### src/rtl/dmem_uart_arbiter.sv
// Arbitrates the single-port data memory between the core load/store path and a
// UART command channel ('W' addr d0..d3 / 'R' addr), stealing idle core cycles.
module dmem_uart_arbiter #(
    parameter int DATA_WIDTH   = 32,
    parameter int ADDR_WIDTH   = 6,
    parameter int STARVE_LIMIT = 8
) (
    input  logic                  clk,
    input  logic                  rst,
    input  logic                  cpu_req,
    input  logic                  cpu_we,
    input  logic [ADDR_WIDTH-1:0] cpu_addr,
    input  logic [DATA_WIDTH-1:0] cpu_wdata,
    output logic [DATA_WIDTH-1:0] cpu_rdata,
    output logic                  cpu_stall,
    input  logic                  rx_valid,
    input  logic [7:0]            rx_data,
    output logic                  tx_valid,
    output logic [7:0]            tx_data,
    input  logic                  tx_ready,
    output logic [ADDR_WIDTH-1:0] mem_addr,
    output logic [DATA_WIDTH-1:0] mem_wdata,
    output logic                  mem_we,
    input  logic [DATA_WIDTH-1:0] mem_rdata,
    output logic                  busy,
    output logic                  err_overrun
);

    localparam int SW = $clog2(STARVE_LIMIT + 1);
    localparam logic [7:0] CMD_WRITE = 8'h57;
    localparam logic [7:0] CMD_READ  = 8'h52;

    typedef enum logic [2:0] {
        IDLE,
        ADDR,
        DATA,
        WAIT_MEM,
        SEND
    } state_t;

    state_t                state;
    state_t                state_nx;
    logic                  op_wr;
    logic [ADDR_WIDTH-1:0] addr_q;
    logic [DATA_WIDTH-1:0] data_q;
    logic [DATA_WIDTH-1:0] shift_q;
    logic [1:0]            byte_cnt;
    logic [SW-1:0]         starve_cnt;
    logic                  err_q;
    logic                  uart_grant;
    logic                  starved;

    assign starved    = (starve_cnt == SW'(STARVE_LIMIT));
    assign uart_grant = (state == WAIT_MEM) && (!cpu_req || starved);

    always_ff @(posedge clk or posedge rst) begin
        if (rst) begin
            state <= IDLE;
        end else begin
            state <= state_nx;
        end
    end

    always_comb begin
        state_nx = state;
        case (state)
            IDLE: begin
                if (rx_valid && (rx_data == CMD_WRITE || rx_data == CMD_READ)) begin
                    state_nx = ADDR;
                end
            end
            ADDR: begin
                if (rx_valid) begin
                    state_nx = op_wr ? DATA : WAIT_MEM;
                end
            end
            DATA: begin
                if (rx_valid && byte_cnt == 2'd3) begin
                    state_nx = WAIT_MEM;
                end
            end
            WAIT_MEM: begin
                if (uart_grant) begin
                    state_nx = op_wr ? IDLE : SEND;
                end
            end
            SEND: begin
                if (tx_ready && byte_cnt == 2'd3) begin
                    state_nx = IDLE;
                end
            end
            default: state_nx = IDLE;
        endcase
    end

    // byte_cnt is shared: it counts DATA bytes on writes and SEND bytes on reads
    always_ff @(posedge clk or posedge rst) begin
        if (rst) begin
            op_wr      <= 1'b0;
            addr_q     <= '0;
            data_q     <= '0;
            shift_q    <= '0;
            byte_cnt   <= '0;
            starve_cnt <= '0;
            err_q      <= 1'b0;
        end else begin
            case (state)
                IDLE: begin
                    if (rx_valid && (rx_data == CMD_WRITE || rx_data == CMD_READ)) begin
                        op_wr    <= (rx_data == CMD_WRITE);
                        byte_cnt <= '0;
                    end
                end
                ADDR: begin
                    if (rx_valid) begin
                        addr_q     <= ADDR_WIDTH'(rx_data);
                        byte_cnt   <= '0;
                        starve_cnt <= '0;
                    end
                end
                DATA: begin
                    if (rx_valid) begin
                        data_q[{byte_cnt, 3'b000} +: 8] <= rx_data;
                        byte_cnt   <= byte_cnt + 2'd1;
                        starve_cnt <= '0;
                    end
                end
                WAIT_MEM: begin
                    if (rx_valid) begin
                        err_q <= 1'b1;
                    end
                    if (uart_grant) begin
                        byte_cnt <= '0;
                        if (!op_wr) begin
                            shift_q <= mem_rdata;
                        end
                    end else if (!starved) begin
                        starve_cnt <= starve_cnt + SW'(1);
                    end
                end
                SEND: begin
                    if (rx_valid) begin
                        err_q <= 1'b1;
                    end
                    if (tx_ready) begin
                        shift_q  <= shift_q >> 8;
                        byte_cnt <= byte_cnt + 2'd1;
                    end
                end
                default: ;
            endcase
        end
    end

    always_comb begin
        mem_addr  = cpu_addr;
        mem_wdata = cpu_wdata;
        mem_we    = cpu_req & cpu_we;
        if (uart_grant) begin
            mem_addr  = addr_q;
            mem_wdata = data_q;
            mem_we    = op_wr;
        end
    end

    assign cpu_rdata   = mem_rdata;
    assign cpu_stall   = uart_grant & cpu_req;
    assign tx_valid    = (state == SEND);
    assign tx_data     = shift_q[7:0];
    assign busy        = (state != IDLE);
    assign err_overrun = err_q;

endmodule

### config.mk
export PLATFORM = sky130hd
export DESIGN_NAME = dmem_uart_arbiter
export DESIGN_NICKNAME = d
export VERILOG_FILES = /design/src/rtl/dmem_uart_arbiter.sv
export SDC_FILE = /design/constraint.sdc
export NUM_CORES = 1
export LEC_CHECK = 0
export ABC_AREA = 1
export ABC_CLOCK_PERIOD_IN_PS = 2900
export CAP_MARGIN = 40
export CORE_AREA = 5 5 103 105
export DETAILED_ROUTE_END_ITERATION = 6
export DIE_AREA = 0 0 108 110
export DONT_BUFFER_PORTS = 1
export PLACE_DENSITY = 0.71
export SYNTH_ARGS = -nofsm -noshare
export SYNTH_HDL_FRONTEND = slang
export SYNTH_SLANG_ARGS = --single-unit
export TNS_END_PERCENT = 20
### constraint.sdc
create_clock -name clk -period 2.9 [get_ports clk]
set_input_delay 0.435 -clock clk [delete_from_list [all_inputs] [get_ports clk]]
set_output_delay 0.435 -clock clk [all_outputs]
set_load 0.02 [all_outputs]
==> results by stage <==
STA:
- Of the available clock period, the critical path in the final layout requires 90.18%.
- Setup repair after global routing left no endpoint under its margin.
- The final worst hold slack is 3.249 ps.
- Setup violations remaining at the end of the flow were counted as 0.
- Timing would allow up to 382.4 MHz.
- The final-report max-slew violation count was 0.
- The clock period minus worst slack is 2615 ps.
- Setup slack closes at 284.7 ps.
- In the final timing run, aggregate negative setup slack is 0 ps.
- In this run the tightest slew margin relative to its limit is 46.75%.
- Clock skew on the completed layout was measured at 13.40 ps.
- The final hold violation count is 0.
- The transition time at the pin with the least slew margin is 795.8 ps.

Finish:
- From synthesis to final layout, the design area changed by -1.730%.
- Once layout is done, the placed cells without fillers occupy 0.004619 mm².
- The ratio of cells with drive above 1 in the final layout is 6.981%.
- At the end of the flow, the number of nets in the layout was 660.
- The repair_antennas step left the layout with diodes totalling 0.

Power:
- The share of power burned in the clock network is 16.5%.
- The leakage power of the design is 0.002345 µW.
- The internal power component is 2399 µW.
- The overall power is 4333 µW.
- The switching power share of the total is 44.64%.
- The power density of the placed cells is 938.1 mW/mm².
- The peak supply drop is 0.0003313 V.
- For this design the total switching power over the nets is 1935 µW.
- The share of total power in sequential cells is 43.4%.
- The combinational fraction of design power is 40.0%.

Route:
- The number of DRC markers in iteration 0 is 216.
- The via density per instance is 5.159.
- The routed layout has 3642 vias.
- Once detail routing completed, the nets flagged for antenna violations numbered 0.
- The post-route DRC violation count is 0.
- The total iterations of the first detailed-routing run is 4.
- Dividing the detail-routed wire length by the instance count gives 14.61 µm.
- Wires add up to 10320 µm.

Critical path:
- The top cell family by delay on the critical path is compound AO/OA/AOI/OAI gates.
- The launch instance of the worst register-to-register path is byte_cnt[0].
- The type of destination of the critical path is an output pin.
- The worst endpoint data arrival time is 2180 ps.
- The critical path launch point is starve_cnt[0].
- The largest fanout on the critical path is 66.
- The critical path goes through inv_1 -> ha_1 -> nand3_1 -> nand2_1 -> nand2_2 -> buf_12 -> o21ai_0.
- The startpoint type of the worst setup path is a register.
- The number of buffer and inverter instances along the worst setup path is 2.
- The critical path start-end classification is register to output pin.
- The delay of the slowest critical-path stage is 560 ps.
- STA puts the critical path data required time at 2470 ps.
- The library cell contributing the largest single delay on the critical path is o21ai_0.

Synth:
- The most common cell in the synthesized netlist is nand2_1.
- Ranked by total cell area, the synthesized netlist is headed by dfrtp_1, nand2_1, o21ai_0.
- In this run the cell area of the synthesized design comes to 0.004701 mm².
- The number of synthesized flops with an enable pin is 0.
- The number of instances in the synthesized netlist is 619.
- For this run, asynchronously set or reset flops after synthesis account for 100.0%.
- After synthesis, the most frequently instantiated cells are nand2_1, o21ai_0, dfrtp_1, inv_1, buf_4.
- Summing the sequential cell areas from Yosys gives 43.12% of the chip area.
- The number of warning messages in the yosys log is 0.
- The distinct cell type count of the synthesized netlist is 30.
- Each instance of the synthesized netlist takes up on average 7.594 µm².
- The number of nets produced by synthesis is 710.
- The dominant register cell in the synthesized netlist is dfrtp_1.
- Summed over its instances, the top area cell type makes up 43.12% of the synthesized netlist area.
- The synthesized design spends more area on one cell type than any other, namely dfrtp_1.
- The synthesized design contains 81 register bits.

Global routing:
- Global routing used 17.87% of the available tracks.
- The number of antenna violations at the first check in global routing is 0.
- The first global-routing pass estimated 16680 µm of wire.
- After global routing the overflow that remains totals 0.
- The pin count of the biggest net entering global routing is 67.
- The via count of the first global-routing pass is 3440.

Placed design:
- Summed over all nets, the half-perimeter wirelength after detailed placement is 7587 µm.
- OpenSTA, run right after detailed placement, puts the worst setup slack at 624.1 ps.
- The count of input and output buffers is 0.
- The congestion estimate from routability-driven global placement came to 0.8200.
- The cell area after placement is 0.004457 mm².

Die:
- The area inside the core boundary is 0.009549 mm².
- After floorplanning, the core was divided into 36 placement rows.
- The number of I/O pins is 167.
- The horizontal die dimension is 108 µm.
- The die covers 0.01188 mm².
- The die is 110 µm tall.
- Once the floorplan was initialized, standard cells occupied 49.23% of the core.

Worst hold path:
- The classification of the worst-slack hold path is input pin to asynchronous set/reset pin.

Run:
- Max-cap violations in this run came to 0.

Clocking:
- The clock sink count is 81.
- The number of hold buffers added after CTS was 0.
- The CTS buffer count is 9.
- Post-CTS timing repair inserted 0 buffers for setup.
- The number of resized instances in the post-cts repair step is 0.
- Clock latency on the worst-skew pair, taken at its later pin, is 350 ps.
- The TritonCTS clock tree is done.
- The tree is rooted in a clkbuf_8.
- The clock slew at the register clock pins of the worst setup and hold paths is 80 ps.
- The number of buffers between clock root and the deepest sink is 2.
- The H-tree was split into 3 levels.

Outcome:
- The run finished with clean final reports.
## cells by family after synthesis
kind of cell,count (synthesis),share of synthesized area [%]
simple gates,255,24.12
flops,81,43.12
compound gates,123,13.68
buf+inv,151,16.80
mux,1,0.2395
xor+xnor,1,0.1864
fa+ha+maj,7,1.863
## worst register-to-register path: cells and delay by family, from the launching register on
| kind | cells | cell delay (ps) |
|---|---|---|
| AOI/OAI and AO/OA | 1 | 100 |
| adders and majority gates | 1 | 490 |
| buffers and inverters | 2 | 490 |
| DFF | 1 | 510 |
| and+or+nand+nor | 2 | 630 |
## registers in the layout, indices dropped and copies added, names as in the netlist
| name | flops |
|---|---|
| byte_cnt | 2 |
| op_wr | 1 |
| addr_q | 6 |
| starve_cnt | 4 |
| err_overrun | 1 |
| shift_q | 32 |
| data_q | 32 |
| state | 3 |
## cell usage in the layout, fill, tap and decap left out, drive strengths merged, types with 2 or more instances in the layout
cell type / instances
nor3: 2
buf: 6
nand4: 16
o21ai: 111
nand2: 187
nor2: 16
nand3: 31
dfrtp: 81
a21oi: 3
o211ai: 8
or2: 3
inv: 82
ha: 7
clkinv: 4
clkbuf: 12
## power by group through the flow
stage	clock, µW	sequential (µW)	combinational (µW)
final	717	1880	1740
after global routing	782	1940	2000
after CTS	739	1890	1760
after detailed placement	0	1910	1740
after global placement	0	1890	1690
after floorplan	0	1760	1730
## metrics by stage
step                      std cells  util, %
after floorplan                 619        -
after global placement          691    46.67
after detailed placement        691    46.67
after CTS                       706    48.38
after global routing            706    48.38
final                           706    48.38
## layout make-up
class / instances / area, µm²
Clock inverter: 3 / 17.52
Multi-Input combinational cell: 387 / 1887
Sequential cell: 81 / 2027
Timing Repair Buffer: 6 / 57.56
Tap cell: 133 / 166.4
Fill cell: 963 / 4930
Inverter: 84 / 319.1
Clock buffer: 12 / 145.1
## worst paths after layout
kind	end	depth (start not counted)	slack, ps
setup / recovery	mem_wdata[0]	7	280
hold / removal	data_q[14]	1	3
setup reg to reg	data_q[16]	6	590
hold reg to reg	shift_q[24]	2	490
max in group asynchronous	shift_q[21]	2	2070
min in group clk	addr_q[1]	1	230
## per-layer routing
metal / up-vias / wire length (µm) / track usage (%)
li1: 1820 / - / -
met1: 1698 / 4892 / 24.52
met2: 112 / 4749 / 27.98
met3: 12 / 509 / 2.737
met4: 0 / 165 / 8.386
met5: - / 0 / 0
Power figures use the tool's default switching activity.
